[src/rtl/fetch_stage.sv]
// fetch_stage: instruction fetch with request/ack memory handshake, one-entry stall buffer and IF/ID register
`ifndef IWIDTH
`define IWIDTH 32
`endif
module fetch_stage #(
    parameter logic [`IWIDTH-1:0] RESET_PC = 32'h0000_0000
) (
    input  logic              f_i_clk,
    input  logic              f_i_rst,
    input  logic              f_i_stall,
    input  logic              f_i_flush,
    input  logic              f_i_redirect,
    input  logic [`IWIDTH-1:0] f_i_redirect_pc,
    output logic              f_o_imem_req,
    output logic [`IWIDTH-1:0] f_o_imem_addr,
    input  logic              f_i_imem_ack,
    input  logic [`IWIDTH-1:0] f_i_imem_rdata,
    output logic [`IWIDTH-1:0] f_o_instr,
    output logic [`IWIDTH-1:0] f_o_pc,
    output logic [`IWIDTH-1:0] f_o_pc_next,
    output logic              f_o_ce
);
    typedef enum logic [1:0] {IDLE, REQ, HOLD, DROP} state_t;
    state_t state, state_nx;
    logic [`IWIDTH-1:0] pc, drop_addr, buf_instr, buf_pc, target;
    logic load_req, load_hold, ack_req;
    assign target = {f_i_redirect_pc[`IWIDTH-1:2], 2'b00};
    assign ack_req = state == REQ && f_i_imem_ack;
    assign load_req = ack_req && !f_i_redirect && !f_i_stall;
    assign load_hold = state == HOLD && !f_i_redirect && !f_i_stall;
    assign f_o_imem_req = state == REQ || state == DROP;
    // a request abandoned by redirect keeps its address until the memory answers
    assign f_o_imem_addr = state == DROP ? drop_addr : pc;
    always_comb begin
        state_nx = state;
        case (state)
            IDLE: state_nx = REQ;
            REQ:  state_nx = f_i_imem_ack ? ((!f_i_redirect && f_i_stall) ? HOLD : REQ)
                                          : (f_i_redirect ? DROP : REQ);
            HOLD: state_nx = (f_i_redirect || !f_i_stall) ? REQ : HOLD;
            DROP: state_nx = f_i_imem_ack ? REQ : DROP;
            default: state_nx = IDLE;
        endcase
    end
    always_ff @(posedge f_i_clk) state <= f_i_rst ? IDLE : state_nx;
    always_ff @(posedge f_i_clk) begin
        if (f_i_rst) begin
            pc <= RESET_PC;
            drop_addr <= '0;
            buf_instr <= '0;
            buf_pc <= '0;
            f_o_instr <= '0;
            f_o_pc <= '0;
            f_o_pc_next <= '0;
            f_o_ce <= 1'b0;
        end else begin
            if (f_i_redirect) pc <= target;
            else if (ack_req) pc <= pc + 4;
            if (state == REQ && !f_i_imem_ack && f_i_redirect) drop_addr <= pc;
            if (ack_req && !f_i_redirect && f_i_stall) begin
                buf_instr <= f_i_imem_rdata;
                buf_pc <= pc;
            end
            if (f_i_flush) begin
                f_o_instr <= '0;
                f_o_pc <= '0;
                f_o_pc_next <= '0;
                f_o_ce <= 1'b0;
            end else if (f_i_stall) begin
                f_o_ce <= f_o_ce;
            end else if (load_req) begin
                f_o_instr <= f_i_imem_rdata;
                f_o_pc <= pc;
                f_o_pc_next <= pc + 4;
                f_o_ce <= 1'b1;
            end else if (load_hold) begin
                f_o_instr <= buf_instr;
                f_o_pc <= buf_pc;
                f_o_pc_next <= buf_pc + 4;
                f_o_ce <= 1'b1;
            end else begin
                f_o_ce <= 1'b0;
            end
        end
    end
endmodule

[config.mk]
export PLATFORM = sky130hd
export DESIGN_NAME = fetch_stage
export DESIGN_NICKNAME = d
export VERILOG_FILES = /design/src/rtl/fetch_stage.sv
export SDC_FILE = /design/constraint.sdc
export NUM_CORES = 1
export LEC_CHECK = 0
export BUFFER_PORTS_ARGS = -buffer_cell sky130_fd_sc_hd__buf_2
export CAP_MARGIN = 20
export CORE_MARGIN = 2
export CORE_UTILIZATION = 45
export DETAILED_ROUTE_END_ITERATION = 10
export HOLD_SLACK_MARGIN = 0.15
export PLACE_DENSITY = 0.69
export SYNTH_ARGS = -nofsm -noshare
export SYNTH_HDL_FRONTEND = slang
export SYNTH_SLANG_ARGS = --single-unit
[constraint.sdc]
create_clock -name f_i_clk -period 2.55 [get_ports f_i_clk]
set_input_delay 0.1275 -clock f_i_clk [delete_from_list [all_inputs] [get_ports f_i_clk]]
set_output_delay 0.1275 -clock f_i_clk [all_outputs]
set_load 0.005 [all_outputs]
# Word level (Yosys, flattened, before mapping)
# Index checks and enable logic that the tools add are counted.
# W data, S select, Z words.
# word_totals
register_bits,227
input_bits,70
output_inout_bits,130
# op_classes
n_addsub,2
eq_ne,3
mux,17
bitwise,1
reduce_logical,20
# op_table
cell,n
$mux W32,9
$add A32 B3 Y32 const B,2
$mux W2,5
$logic_and A1 B1 Y1,9
$pmux W2 S4,1
$eq A2 B2 Y1 const B,2
$reduce_bool A2 Y1,2
$reduce_or A2 Y1,2
$logic_not A1 Y1,3
$eq A2 B1 Y1 const B,1
$logic_not A2 Y1,1
$logic_or A1 B1 Y1,2
$mux W1,2
$reduce_and A2 Y1,1
$not A1 Y1,1

# Longest topological paths before layout
# logic_depth
ltp_word,6
depth_mapped,8
mapped_depth_nobuf,6

# Worst setup path before layout
# Ideal clock, no wire load.
# synth_timing
path_type,register to register
startpoint,register pc[3]
endpoint,register pc[30]
setup_time_ps,79
t_arrival_ps,1934
required_time_ps,2471
setup_slack_ps,536
stages_incl_launch_ff,7
period_less_slack_ps,2014
cell_sequence,dfxtp_1 ha_1 nand3_2 or4_4 nor4_2 xnor2_1 a211oi_2
# synth_via
elab_chain_cells,3
# synth_rtl
element,line_no,rtl
from (decl),25,"logic [`IWIDTH-1:0] pc, drop_addr, buf_instr, buf_pc, target;"
from (signal assigned),57,if (f_i_redirect) pc <= target;
from (signal assigned),58,else if (ack_req) pc <= pc + 4;
$add A32 B3 Y32,58,
$mux W32,58,
$mux W32,57,
# Every way passes these cells. The select of a mux whose other input is x is not followed.
# A chain may end at the register's enable or synchronous reset.

# Worst setup path in the final report
# layout_timing
startpoint,register pc[7]
endpoint,register f_o_pc_next[20]
# layout_via
elab_chain_cells,2
# layout_rtl
element,line_no,rtl
$add A32 B3 Y32,74,f_o_pc_next <= pc + 4;
$mux W32,71,end else if (load_req) begin
to (signal assigned),74,
to (signal assigned),79,f_o_pc_next <= buf_pc + 4;
to (decl),20,"output logic [`IWIDTH-1:0] f_o_pc_next,"
# Every way passes these cells.

==> results.sh <==
export IMPL_outcome="finished, final reports clean"
export IMPL_rows=56
export IMPL_holdWs_ns=0.1804
export IMPL_synth_flop_cell="sky130_fd_sc_hd__dfxtp_1"
export IMPL_worstReg2RegEnd="f_o_pc_next[20]"
export IMPL_drv_max_cap_violation_count=0
export IMPL_grt_setup_unrepaired="no"
export IMPL_worstReg2RegStart="pc[7]"
export IMPL_critical_path_endpoint_type="register"
export IMPL_core_um2=23330
export IMPL_utilization_after_layout_pct=57.58
export IMPL_synth_common_cells="sky130_fd_sc_hd__nand2_1, sky130_fd_sc_hd__dfxtp_1, sky130_fd_sc_hd__a21oi_1"
export IMPL_summed_instance_area_of_the_synthesized_netlist_um2=10620
export IMPL_post_synth_main_area_contributors="sky130_fd_sc_hd__dfxtp_1, sky130_fd_sc_hd__nand2_1, sky130_fd_sc_hd__a21oi_1"
export IMPL_filler_cell_count=2157
export IMPL_cts_inserted_buffers=25
export IMPL_post_drt_via_cell_ratio=5.496
export IMPL_ys_seq_elements=217
export IMPL_slowest_delay_ns=0.63
export IMPL_groute_usage_overall_pct=25.30
export IMPL_die_w_um=157.6
export IMPL_maximum_number_of_pins_on_one_net_before_global_route_repair=92
export IMPL_post_place_cells=1800
export IMPL_syn_inst=1368
export IMPL_start_util_pct=45.53
export IMPL_final_count_of_hold_timing_violations=0
export IMPL_postSynth_asyncResetShare_pct=0
export IMPL_clock_period_minus_final_worst_setup_slack_ns=2.303
export IMPL_synthesis_area_per_instance_um2=7.765
export IMPL_post_dp_hpwl_mm=21.65
export IMPL_gp_routability_congestion=0.8991
export IMPL_ys_warn_count=0
export IMPL_detailedPlace_worstSlack_ns=0.3192
export IMPL_layout_drive_gt1_share_pct=21.53
export IMPL_stdcell_count=1918
export IMPL_clock_fmax_mhz=434.2
export IMPL_cts_resized=0
export IMPL_yosys_area_top_type="sky130_fd_sc_hd__dfxtp_1"
export IMPL_setup_tns_final_ns=0
export IMPL_finalMaxSlewViolations=0
export IMPL_min_delay_path_class="input pin to register"
export IMPL_grt_first_pass_wirelength_mm=50.45
export IMPL_port_buffers=191
export IMPL_die_height_um=157.6
export IMPL_crit_path_top_delay_cell="sky130_fd_sc_hd__dfxtp_1"
export IMPL_register_area_share_after_synthesis_pct=40.90
export IMPL_crit_required_ns=2.95
export IMPL_power_mw=7.961
export IMPL_timing_worst_setup_path_type="register to register"
export IMPL_grt_pass1_vias=9492
export IMPL_routed_via_count=10540
export IMPL_worstHoldEndpoint="buf_pc[31]"
export IMPL_total_leakage_power_nw=5.035
export IMPL_layout_worst_path_cycle_share_pct=90.32
export IMPL_most_used_standard_cell_by_instance_count_after_synthesis="sky130_fd_sc_hd__nand2_1"
export IMPL_clk_root_buffer_cell="sky130_fd_sc_hd__clkbuf_16"
export IMPL_route_detailed_wl_per_inst_um=16.89
export IMPL_endpoints_failing_setup=0
export IMPL_floorplan_die_area_um2=24850
export IMPL_timing_reg2reg_setup_slack_ns=0.25
export IMPL_synth_cell_types=60
export IMPL_rel_slew_slack_pct=30.05
export IMPL_htreeDepth=1
export IMPL_worst_r2r_cell_count=5
export IMPL_postLayoutSetupSlackWorst_ns=0.2469
export IMPL_globalRouteOverflowTotal=0
export IMPL_first_iter_violations=923
export IMPL_detail_route_first_pass_iterations=5
export IMPL_clk_insertion_delay_late_ns=0.52
export IMPL_holdCritStartpoint="f_i_rst"
export IMPL_number_of_nets_in_the_layout=1652
export IMPL_ios=200
export IMPL_max_clock_path_buffers=3
export IMPL_placed_area_um2=11880
export IMPL_drt_antenna_violating_nets=0
export IMPL_drc_errors=0
export IMPL_finalClockSkew_ns=0.01052
export IMPL_final_cell_area_um2=13440
export IMPL_post_cts_repair_setup_buffers=0
export IMPL_min_delay_path_depth=3
export IMPL_cts_tree="done"
export IMPL_worst_setup_path_start_kind="register"
export IMPL_worst_slew_pin_transition_ns=1.049
export IMPL_cts_sink_count=217
export IMPL_post_synth_top_area_fraction_pct=40.90
export IMPL_antenna_violations_before_repair=1
export IMPL_cp_cell_sequence="nand4_2 -> or3_1 -> o311a_1 -> nor3_1 -> a21oi_1"
export IMPL_layout_area_overhead_vs_synth_pct=26.48
export IMPL_worstPathArrival_ns=2.70
export IMPL_path_max_fanout=11
export IMPL_peak_supply_drop_mv=0.3595
export IMPL_synth_edf_count=0
export IMPL_drt_total_wl_mm=32.40
export IMPL_powerDensity_nw_per_um2=592.5
export IMPL_worst_setup_hold_path_clk_slew_ns=0.06
-- flip-flops by register name, summed over array words and instances (netlist names) --
register / cells
buf_instr: 32
f_o_instr: 32
buf_pc: 30
drop_addr: 30
f_o_pc: 30
f_o_pc_next: 30
pc: 30
state: 2
f_o_ce: 1
-- logic make-up (layout without fill, tap and decap cells) --
family	count (synthesis)	count (layout)	share of synthesized area [%]
AND/OR/NAND/NOR	622	622	26.75
adder cells (fa/ha/maj)	2	2	0.2355
buffers and inverters	149	374	6.243
other	1	7	0.03530
multiplexers	36	36	3.746
XOR/XNOR	53	53	4.370
AO/OA/AOI/OAI	288	288	17.73
flip-flops	217	217	40.90
-- critical path, delay by kind of cell (launching register included) --
kind             cells  cell delay [ns]
AO/OA/AOI/OAI        2             0.52
flip-flops           1             0.63
AND/OR/NAND/NOR      3             1.02
-- worst max path at each step --
| stage | from | end | slack (ns) | cells past startpoint |
|---|---|---|---|---|
| 3_3_place_gp | pc[7] | f_o_pc_next[20] | 0.35 | 5 |
| 4_1_cts | state[0] | f_o_imem_addr[12] | 0.30 | 4 |
| 3_5_place_dp | pc[7] | f_o_pc_next[20] | 0.32 | 5 |
| 5_1_grt | pc[7] | pc[19] | 0.13 | 6 |
| 2_1_floorplan | pc[3] | pc[30] | 0.54 | 6 |
| 6_report | pc[7] | f_o_pc_next[20] | 0.25 | 5 |
-- final cells by class --
class	count	area, um^2	area share, %
multi-input combinational	1007	5659	42.12
sequential	217	4344	32.33
timing repair buffer	316	2152	16.02
clock buffer	36	706.9	5.262
tap	319	399.1	2.971
clock inverter	9	122.6	0.9126
inverter	13	48.80	0.3632
antenna	1	2.502	0.01863
-- cell usage in the layout, fill, tap and decap left out, types with 6 or more instances in the layout --
| cell | n |
|---|---|
| sky130_fd_sc_hd__a211oi_1 | 16 |
| sky130_fd_sc_hd__a21oi_1 | 122 |
| sky130_fd_sc_hd__a221oi_1 | 8 |
| sky130_fd_sc_hd__a311oi_1 | 62 |
| sky130_fd_sc_hd__and3_1 | 9 |
| sky130_fd_sc_hd__and4_1 | 15 |
| sky130_fd_sc_hd__buf_12 | 6 |
| sky130_fd_sc_hd__buf_2 | 190 |
| sky130_fd_sc_hd__buf_4 | 48 |
| sky130_fd_sc_hd__clkbuf_1 | 7 |
| sky130_fd_sc_hd__clkbuf_16 | 25 |
| sky130_fd_sc_hd__conb_1 | 6 |
| sky130_fd_sc_hd__dfxtp_1 | 217 |
| sky130_fd_sc_hd__dlygate4sd3_1 | 72 |
| sky130_fd_sc_hd__inv_1 | 12 |
| sky130_fd_sc_hd__mux2_2 | 30 |
| sky130_fd_sc_hd__mux2i_1 | 6 |
| sky130_fd_sc_hd__nand2_1 | 355 |
| sky130_fd_sc_hd__nand3_1 | 23 |
| sky130_fd_sc_hd__nand4_1 | 23 |
| sky130_fd_sc_hd__nor2_1 | 106 |
| sky130_fd_sc_hd__nor3_1 | 30 |
| sky130_fd_sc_hd__nor4_1 | 16 |
| sky130_fd_sc_hd__o211ai_1 | 11 |
| sky130_fd_sc_hd__o21a_1 | 8 |
| sky130_fd_sc_hd__o21ai_0 | 30 |
| sky130_fd_sc_hd__o31a_1 | 7 |
| sky130_fd_sc_hd__xnor2_1 | 25 |
| sky130_fd_sc_hd__xor2_1 | 28 |
-- report_power, final --
group	switching, mW	internal, mW
logic	0.419	0.331
clock network	1.42	2.22
registers	0.0979	3.47
-- per-layer routing --
layer | global-route usage (%) | part of all wire (%) | vias up
met5 | 0 | 0 | -
met4 | 8.571 | 2.9 | 0
met3 | 3.367 | 6.7 | 60
met2 | 39.40 | 45 | 385
met1 | 36.04 | 46 | 4923
li1 | - | - | 5174
-- repair_timing --
item,CTS,global route
hold buffers,72,0
endpoints found under the hold margin,103,0
setup endpoints to repair,0,0
No activity file was read; power rests on OpenSTA's default activity.
